[config.mk]
export PLATFORM = sky130hd
export DESIGN_NAME = dmem_access_unit
export DESIGN_NICKNAME = d
export VERILOG_FILES = /design/src/rtl/dmem_pkg.sv /design/src/rtl/dmem_lane_unit.sv /design/src/rtl/dmem_access_unit.sv
export SDC_FILE = /design/constraint.sdc
export NUM_CORES = 1
export LEC_CHECK = 0
export CORE_MARGIN = 2
export CORE_UTILIZATION = 50
export DETAILED_ROUTE_END_ITERATION = 7
export PLACE_DENSITY = 0.94
export SETUP_SLACK_MARGIN = 0.1
export SLEW_MARGIN = 40
export SYNTH_ARGS = -nofsm -noshare
export SYNTH_HDL_FRONTEND = slang
export SYNTH_HIERARCHICAL = 1
export SYNTH_SLANG_ARGS = --single-unit
[constraint.sdc]
create_clock -name clk_i -period 3.8 [get_ports clk_i]
set_clock_uncertainty 0.05 [all_clocks]
set_input_delay 0.76 -clock clk_i [delete_from_list [all_inputs] [get_ports clk_i]]
set_output_delay 0.76 -clock clk_i [all_outputs]
set_load 0.005 [all_outputs]
[src/rtl/dmem_pkg.sv]
`default_nettype none
// ============================================================================
// Module      : dmem_pkg
// Description : Shared types and constants for the data-memory access unit.
// Revision    : 1.0 - initial release
// ============================================================================
package dmem_pkg;

    typedef enum logic [2:0] {
        ST_IDLE   = 3'd0,
        ST_RD     = 3'd1,
        ST_RMW_RD = 3'd2,
        ST_WR     = 3'd3,
        ST_DONE   = 3'd4
    } state_t;

    localparam logic [1:0] SZ_BYTE = 2'b00;
    localparam logic [1:0] SZ_HALF = 2'b01;
    localparam logic [1:0] SZ_WORD = 2'b10;

    // Wide enough for any ACK_TIMEOUT in 1..255
    localparam int ACK_CNT_W = 8;

    function automatic logic is_misaligned(input logic [1:0] size,
                                           input logic [1:0] addr_lo);
        logic mis;
        case (size)
            SZ_BYTE: mis = 1'b0;
            SZ_HALF: mis = addr_lo[0];
            default: mis = (addr_lo != 2'b00);
        endcase
        return mis;
    endfunction

endpackage : dmem_pkg
`default_nettype wire

[src/rtl/dmem_lane_unit.sv]
`default_nettype none
// ============================================================================
// Module      : dmem_lane_unit
// Description : Little-endian lane extract/extend for loads and lane merge
//               for read-modify-write stores. Purely combinational.
// Revision    : 1.0 - initial release
// ============================================================================
module dmem_lane_unit
    import dmem_pkg::*;
(
    input  logic [31:0] rdata,
    input  logic [1:0]  addr_lo,
    input  logic [1:0]  size,
    input  logic        is_unsigned,
    input  logic [31:0] store_data,
    output logic [31:0] load_data,
    output logic [31:0] merged_word
);

    logic [7:0]  w_byte;
    logic [15:0] w_half;
    logic        w_byte_sign;
    logic        w_half_sign;

    always_comb begin
        w_byte      = rdata[{addr_lo, 3'b000} +: 8];
        w_half      = rdata[{addr_lo[1], 4'b0000} +: 16];
        w_byte_sign = ~is_unsigned & w_byte[7];
        w_half_sign = ~is_unsigned & w_half[15];

        case (size)
            SZ_BYTE: load_data = {{24{w_byte_sign}}, w_byte};
            SZ_HALF: load_data = {{16{w_half_sign}}, w_half};
            default: load_data = rdata;
        endcase
    end

    always_comb begin
        merged_word = rdata;
        case (size)
            SZ_BYTE: merged_word[{addr_lo, 3'b000} +: 8]     = store_data[7:0];
            SZ_HALF: merged_word[{addr_lo[1], 4'b0000} +: 16] = store_data[15:0];
            default: merged_word = store_data;
        endcase
    end

endmodule : dmem_lane_unit
`default_nettype wire

[src/rtl/dmem_access_unit.sv]
`default_nettype none
// ============================================================================
// Module      : dmem_access_unit
// Description : MEM-stage load/store unit. Turns byte/half/word accesses into
//               word transfers on a req/ack memory port, with RMW for
//               sub-word stores, misalignment and ack-timeout errors.
// Revision    : 1.0 - initial release
// ============================================================================
module dmem_access_unit
    import dmem_pkg::*;
#(
    parameter int ACK_TIMEOUT = 16
)(
    input  logic        clk_i,
    input  logic        rst_i,
    input  logic        req_i,
    input  logic        MemRead_i,
    input  logic        MemWrite_i,
    input  logic [1:0]  size_i,
    input  logic        unsigned_i,
    input  logic [31:0] addr_i,
    input  logic [31:0] data_i,
    output logic [31:0] data_o,
    output logic        stall_o,
    output logic        done_o,
    output logic        err_o,
    output logic        mem_req_o,
    output logic        mem_we_o,
    output logic [31:0] mem_addr_o,
    output logic [31:0] mem_wdata_o,
    input  logic [31:0] mem_rdata_i,
    input  logic        mem_ack_i
);

    localparam logic [ACK_CNT_W-1:0] c_to_limit = ACK_CNT_W'(ACK_TIMEOUT - 1);

    state_t                 r_state;
    logic [ACK_CNT_W-1:0]   r_to_cnt;
    logic [31:0]            r_data;
    logic                   r_done;
    logic                   r_err;
    logic                   r_mem_req;
    logic                   r_mem_we;
    logic [31:0]            r_mem_addr;
    logic [31:0]            r_mem_wdata;

    logic                   w_op;
    logic                   w_misaligned;
    logic                   w_word_size;
    logic                   w_timeout;
    logic                   w_busy;
    logic [31:0]            w_load_data;
    logic [31:0]            w_merged_word;

    // MemWrite_i takes priority, so a load is an op with MemWrite_i low
    assign w_op         = req_i & (MemRead_i | MemWrite_i);
    assign w_misaligned = is_misaligned(size_i, addr_i[1:0]);
    assign w_word_size  = size_i[1];
    assign w_timeout    = (r_to_cnt == c_to_limit);
    assign w_busy       = (r_state == ST_RD) | (r_state == ST_RMW_RD) | (r_state == ST_WR);

    dmem_lane_unit u_lane (
        .rdata       (mem_rdata_i),
        .addr_lo     (addr_i[1:0]),
        .size        (size_i),
        .is_unsigned (unsigned_i),
        .store_data  (data_i),
        .load_data   (w_load_data),
        .merged_word (w_merged_word)
    );

    assign stall_o     = ((r_state == ST_IDLE) & w_op & ~w_misaligned) | w_busy;
    assign data_o      = r_data;
    assign done_o      = r_done;
    assign err_o       = r_err;
    assign mem_req_o   = r_mem_req;
    assign mem_we_o    = r_mem_we;
    assign mem_addr_o  = r_mem_addr;
    assign mem_wdata_o = r_mem_wdata;

    always_ff @(posedge clk_i) begin
        if (rst_i) begin
            r_state     <= ST_IDLE;
            r_to_cnt    <= '0;
            r_data      <= '0;
            r_done      <= 1'b0;
            r_err       <= 1'b0;
            r_mem_req   <= 1'b0;
            r_mem_we    <= 1'b0;
            r_mem_addr  <= '0;
            r_mem_wdata <= '0;
        end else begin
            r_done <= 1'b0;
            r_err  <= 1'b0;
            case (r_state)
                ST_IDLE: begin
                    r_to_cnt <= '0;
                    if (w_op) begin
                        if (w_misaligned) begin
                            r_state <= ST_DONE;
                            r_done  <= 1'b1;
                            r_err   <= 1'b1;
                        end else begin
                            r_mem_req  <= 1'b1;
                            r_mem_addr <= {addr_i[31:2], 2'b00};
                            if (!MemWrite_i) begin
                                r_state  <= ST_RD;
                                r_mem_we <= 1'b0;
                            end else if (w_word_size) begin
                                r_state     <= ST_WR;
                                r_mem_we    <= 1'b1;
                                r_mem_wdata <= data_i;
                            end else begin
                                r_state  <= ST_RMW_RD;
                                r_mem_we <= 1'b0;
                            end
                        end
                    end
                end

                ST_RD: begin
                    if (mem_ack_i) begin
                        r_data    <= w_load_data;
                        r_state   <= ST_DONE;
                        r_done    <= 1'b1;
                        r_mem_req <= 1'b0;
                        r_to_cnt  <= '0;
                    end else if (w_timeout) begin
                        r_state   <= ST_DONE;
                        r_done    <= 1'b1;
                        r_err     <= 1'b1;
                        r_mem_req <= 1'b0;
                        r_to_cnt  <= '0;
                    end else begin
                        r_to_cnt  <= r_to_cnt + 1'b1;
                    end
                end

                // Request stays high into WR so the write follows back-to-back
                ST_RMW_RD: begin
                    if (mem_ack_i) begin
                        r_mem_wdata <= w_merged_word;
                        r_mem_we    <= 1'b1;
                        r_state     <= ST_WR;
                        r_to_cnt    <= '0;
                    end else if (w_timeout) begin
                        r_state   <= ST_DONE;
                        r_done    <= 1'b1;
                        r_err     <= 1'b1;
                        r_mem_req <= 1'b0;
                        r_to_cnt  <= '0;
                    end else begin
                        r_to_cnt  <= r_to_cnt + 1'b1;
                    end
                end

                ST_WR: begin
                    if (mem_ack_i || w_timeout) begin
                        r_state   <= ST_DONE;
                        r_done    <= 1'b1;
                        r_err     <= ~mem_ack_i;
                        r_mem_req <= 1'b0;
                        r_mem_we  <= 1'b0;
                        r_to_cnt  <= '0;
                    end else begin
                        r_to_cnt  <= r_to_cnt + 1'b1;
                    end
                end

                ST_DONE: begin
                    r_state  <= ST_IDLE;
                    r_to_cnt <= '0;
                end

                default: begin
                    r_state   <= ST_IDLE;
                    r_to_cnt  <= '0;
                    r_mem_req <= 1'b0;
                    r_mem_we  <= 1'b0;
                end
            endcase
        end
    end

endmodule : dmem_access_unit
`default_nettype wire

Yosys cells after proc, flatten, opt, wreduce, memory -nomap -nowiden
Cells that the tools add are included.
Storage, ports and cells
  register bits: 109
  logic and storage cells: 104
  input bits: 105
  output and inout bits: 101
Cells by class
  equal/unequal tests: 13
  mux-type cells: 46
  shifts and indexed selects: 6
  bitwise gates (word level): 14
  reduce and logical (&&, ||, !) cells: 13
  add/subtract/negate cells: 3
Operators by type and width (count)
  32-bit case mux with 2 select lines: 3
  32-bit 2-to-1 mux: 5
  32-bit bitwise mux: 2
  16-bit by 7-bit variable shift with 32-bit output, first input constant: 1
  8-bit by 7-bit variable shift with 32-bit output, first input constant: 1
  16-bit by 7-bit variable part select with 32-bit output: 1
  32-bit by 6-bit variable part select with 16-bit output: 1
  32-bit by 6-bit variable part select with 8-bit output: 1
  8-bit by 7-bit variable part select with 32-bit output: 1
  8-bit 2-to-1 mux: 3
  1-bit 2-to-1 mux: 19
  3-bit 2-to-1 mux: 6
  8-bit case mux with 2 select lines: 1
  5-bit negation with 7-bit output: 2
  2-bit != test, second input constant: 6
  3-bit case mux with 4 select lines: 1
  5-bit AND reduction: 2
  8-bit by 1-bit adder with 8-bit output, second input constant: 1
  8-bit by 4-bit == test with 1-bit output, second input constant: 1
  1-bit case mux with 4 select lines: 2
  3-bit by 2-bit == test with 1-bit output, second input constant: 2
  6-bit AND reduction: 1
  1-bit bitwise AND: 5
  1-bit NOT: 5
  16 further kinds: 22

Longest topological paths before layout
  depth in word-level cells: 6
  gate-level depth with buffers: 10
  depth with buffers taken out: 8

By module
Netlist, hierarchy kept.
By module, submodules not included
  dmem_access_unit: cells each 523, sequential area each 2182.1 µm², area each 4444.3 µm², times used 1
  dmem_lane_unit: cells each 254, sequential area each 0.0 µm², area each 1502.7 µm², times used 1

Worst setup path before layout
Ideal clock, no wire load.
  path type: input -> register
  start point: input port addr_i[0]
  end point: register r_mem_wdata[16], in the netlist mem_wdata_o[16]
  path slack: 1.264 ns
  arrival: 2.401 ns
  library setup time: 0.086 ns
  stages: 10
  required time: 3.664 ns
  cell sequence: buf_2 inv_1 ha_1 nor3b_1 and4_1 clkbuf_1 nand2_1 a21oi_1 mux2i_1 a211oi_1
Between the ends
  longest elaborated chain between the ends: 6
  elaborated cells between the ends (all ways): 11
  classes of those cells: add/sub: 1; eq/ne: 1; shift: 2; mux: 5; reduce/logical: 2
RTL lines
  start, declared: RTL line dmem_access_unit.sv:21  | input logic [31:0] addr_i,
  5-bit negation with 7-bit output (*): RTL line dmem_lane_unit.sv:41  | SZ_BYTE: merged_word[{addr_lo, 3'b000} +: 8] = store_data[7:0];
  8-bit by 7-bit variable part select with 32-bit output or 8-bit by 7-bit variable shift with 32-bit output (tied branches): RTL line dmem_lane_unit.sv:41
  32-bit bitwise mux (*): RTL line dmem_lane_unit.sv:41
  32-bit case mux with 2 select lines (*): RTL line dmem_lane_unit.sv:40  | case (size)
  via w_merged_word[16]: RTL line dmem_access_unit.sv:53  | logic [31:0] w_merged_word;
  32-bit 2-to-1 mux (*): RTL line dmem_access_unit.sv:141  | if (mem_ack_i) begin
  32-bit case mux with 2 select lines (*): RTL line dmem_access_unit.sv:95  | case (r_state)
  end signal, assigned: RTL line dmem_access_unit.sv:112  | r_mem_wdata <= data_i;
  end signal, assigned: RTL line dmem_access_unit.sv:142  | r_mem_wdata <= w_merged_word;
  end, declared: RTL line dmem_access_unit.sv:45  | logic [31:0] r_mem_wdata;
Mark *: on every way through the listed nets, which the timed path passes. The rest lies on a longest branch. The select of a mux whose other input is x is not followed.
A chain may end at the register's enable or synchronous reset.

Final worst setup path
  start point: input port MemWrite_i
  end point: output port stall_o
Between the ends
  longest elaborated chain between the ends: 5
RTL lines
  start, declared: RTL line dmem_access_unit.sv:18  | input logic MemWrite_i,
  1-bit OR: RTL line dmem_access_unit.sv:56  | assign w_op = req_i & (MemRead_i | MemWrite_i);
  1-bit bitwise AND: RTL line dmem_access_unit.sv:56
  1-bit bitwise AND (2 in a row): RTL line dmem_access_unit.sv:72  | assign stall_o = ((r_state == ST_IDLE) & w_op & ~w_misaligned) | w_busy;
  1-bit OR: RTL line dmem_access_unit.sv:72
  end, declared: RTL line dmem_access_unit.sv:24  | output logic stall_o,
Every way passes these cells.

==> results.toml <==
[clock_network]
cts_root_buffer = "clkbuf_16"
cts_tree = "done"
clkSinkCount = 109
clock_insertion_delay_worst_skew_ns = 0.34
cts_setup_buffers = 0
cts_htree_levels = 3
postCtsResizedCells = 0
ctsHoldBuffers = 0
numCtsBuffers = 9
clk_pin_slew_ns = 0.07
clk_path_buf_depth = 2

[synthesis]
syn-instance-count = 777
netlist-cell-type-count = 63
share_of_async_settable_or_async_resettable_flops_after_synthesis = 0
synth_area_leader_cell = "dfxtp_1"
yosysWarnings = 6
synthDominantCellAreaShare = 0.3669
cell_area_synth_sq_um = 5947
synth_sequential_area_ratio = 0.3669
post-synth-top-count-cell = "nand2_1"
synth.top_cells.by_area = "dfxtp_1 (37%), nand2_1 (12%), a21oi_1 (11%)"
synth_enable_flop_cells = 0
synthFlopType = "dfxtp_1"
ys_seq_elements = 109
post_synthesis_area_per_instance_sq_um = 7.654
synth.top_cells.by_count = "nand2_1 (186), a21oi_1 (125), dfxtp_1 (109), clkbuf_1 (46), mux2i_1 (39)"

[layout]
antenna-diode-count = 0
seq_area_sq_um = 2183
nNetsFinal = 1055
multiInputGateArea_sq_um = 3430
syn_to_final_growth_pct = 40.54
drive_above_1_share = 0.05690
fill_cells = 865

[sta]
finalSetupViolations = 0
fin_hold_ws_ns = 0.4015
final_min_period_over_clock_period = 0.8239
transition_time_at_the_pin_with_the_least_slew_margin_ns = 0.6856
rsz_0062_raised_after_global_routing = "no"
slew-limit-headroom = 0.5418
maxClockFrequency_mhz = 319.4
layout_min_cycle_time_ns = 3.131
slew_violations = 0
timing_hold_violations_final = 0
totalNegativeSetupSlack_ns = 0

[drt]
drt_iter0_drc = 790
wl_per_cell_um = 18.20
via_count = 6481
wirelength_um = 19870
number_of_detailed_routing_iterations_run_before_antenna_repair = 8
remaining_drc_errors = 8
final_antenna_net_count = 0
drt-met1-wl_um = 8006
post_drt_via_cell_ratio = 5.935
dr_wl_met3_um = 1917
top_signal_layer_used = "met4"
wl_met2_um = 9116

[power]
power.switching_fraction = 0.2748
logic_pwr_share = 0.242
power_switching_w = 0.0008471
design_power_total_w = 0.003082
power_report.internal_total_w = 0.002235
vdd_drop_max_mv = 0.2799
pwr-share-seq = 0.406
clockPowerShare = 0.351
static_leakage_power_nw = 2.990
power_per_cell_area_nw_per_um2 = 368.8

[floorplanning]
fp-row-count = 39
design.die.area_sq_um = 12780
top_level_ports = 206
fp.dieW_um = 113.1
dieHeight_um = 113.1
initial_utilization = 0.5164
core_area_sq_um = 11520

[placement]
dp_hpwl_um = 14240
gp_congestion = 0.9728
number_of_buffers_inserted_by_port_buffering = 203

[critical_path]
critical-path-max-stage-delay_ns = 0.56
worst_setup_path_end_kind = "output port"
critical_path_required_ns = 2.99
crit_type = "in -> out"
critical-path-top-cell-by-count = "clkdlybuf4s50_1"
crit_path_max_fanout = 4
critical_path.reg2reg.startpoint = "r_state[1]"
rrSetupSlack_ns = 1.30
cp-start-kind = "input pin"
crit_chain = "clkdlybuf4s50_1 > o21a_1 > o2111ai_2 > o21ai_0 > clkdlybuf4s50_1"
r2r_cells = 7
worst_setup_path_startpoint = "MemWrite_i"
critical_path_arrival_ns = 2.32
worstReg2RegEnd = "mem_wdata_o[4]"
critical_path.slowest_cell = "clkdlybuf4s50_1"

[grt]
grt_pass1_vias = 5795
grt_remaining_overflow = 0
global_route.usage.total = 0.2976
number_of_antenna_violations_at_the_first_check_in_global_routing = 0
grt_start_max_net_pins = 59
grt_pass1_wl_um = 30440

[min_path]
min_from = "mem_addr_o[5]"
type_of_the_worst_min_delay_path = "reg -> reg"
hold_end = "mem_addr_o[5]"
hold-path-cell-count = 2

[flow_run]
maxCapViolCount = 0

[status]
result_of_the_run = "finished, violations left"
violations = "design-rule violations"
[worst max-delay path, delay by kind of cell]
family | cells | cell delay [ns]
AOI/OAI and AO/OA | 3 | 0.48
buffers and inverters | 2 | 1.08
[cells by family after synthesis]
| group | after synthesis | synth area share |
|---|---|---|
| and+or+nand+nor | 266 | 0.1944 |
| other | 1 | 0.0006306 |
| DFF | 109 | 0.3669 |
| AOI/OAI and AO/OA | 261 | 0.2771 |
| xor gates and xnor gates | 6 | 0.008838 |
| muxes | 46 | 0.08079 |
| adders and majority gates | 6 | 0.01262 |
| buffers and inverters | 82 | 0.05870 |
[area by class of cell]
cell class                 count  area share
multi-input combinational    587      0.4103
inverter                      16    0.007186
clock buffer                  10     0.02859
sequential                   109      0.2612
timing repair buffer         221      0.2581
tap                          143     0.02141
clock inverter                 6     0.01317
[sequential cells by signal (all words and copies together) (netlist names)]
register     flops
data_o          32
mem_wdata_o     32
mem_addr_o      30
r_to_cnt         8
r_state          3
done_o           1
err_o            1
mem_req_o        1
mem_we_o         1
[cells in the final DEF (no fill, tap or decap), drive strengths merged, types with 4 or more instances in the layout]
cell and count:
ha 6, mux2i 39, dfxtp 109, nand3 5
and2 4, nand2b 9, buf 20, a21oi 125
a22oi 27, a211o 5, o21ai 31, and3 5
nor2 27, clkbuf 10, a221oi 7, a22o 8
a211oi 36, mux2 6, clkdlybuf4s50 201, inv 16
nor2b 14, nand2 186
[per-layer routing]
metal | global-route usage | up-vias
met3 | 0.05196 | 66
li1 | - | 3078
met5 | 0 | -
met4 | 0.1455 | 0
met1 | 0.3977 | 2948
met2 | 0.4663 | 389
[worst max path at each step]
stage	cells after the start	to	slack [ns]
floorplan	10	mem_wdata_o[16]	1.26
global placement	8	data_o[16]	0.65
detailed placement	8	data_o[24]	0.63
CTS	5	stall_o	0.67
global route	5	stall_o	0.62
finish	5	stall_o	0.67
[power by group through the flow]
stage          Combinational (W)  Clock (W)  Sequential, W
2_1_floorplan           0.000378          0        0.00127
3_3_place_gp            0.000714          0        0.00127
6_report                0.000747    0.00108        0.00125
3_5_place_dp            0.000726          0        0.00128
5_1_grt                 0.000797    0.00115        0.00126
4_1_cts                 0.000733    0.00110        0.00125
[per-stage QoR]
step	instances	worst slack (ns)	util	area [sq um]
after global placement	1076	0.6471	0.6954	8008
final	1092	0.6692	0.7258	8358
after CTS	1092	0.6731	0.7257	8357
after detailed placement	1076	0.6251	0.6954	8008
after floorplan	778	1.264	-	5951
after global routing	1092	0.6171	0.7258	8358
No activity file was read; power rests on OpenSTA's default activity.
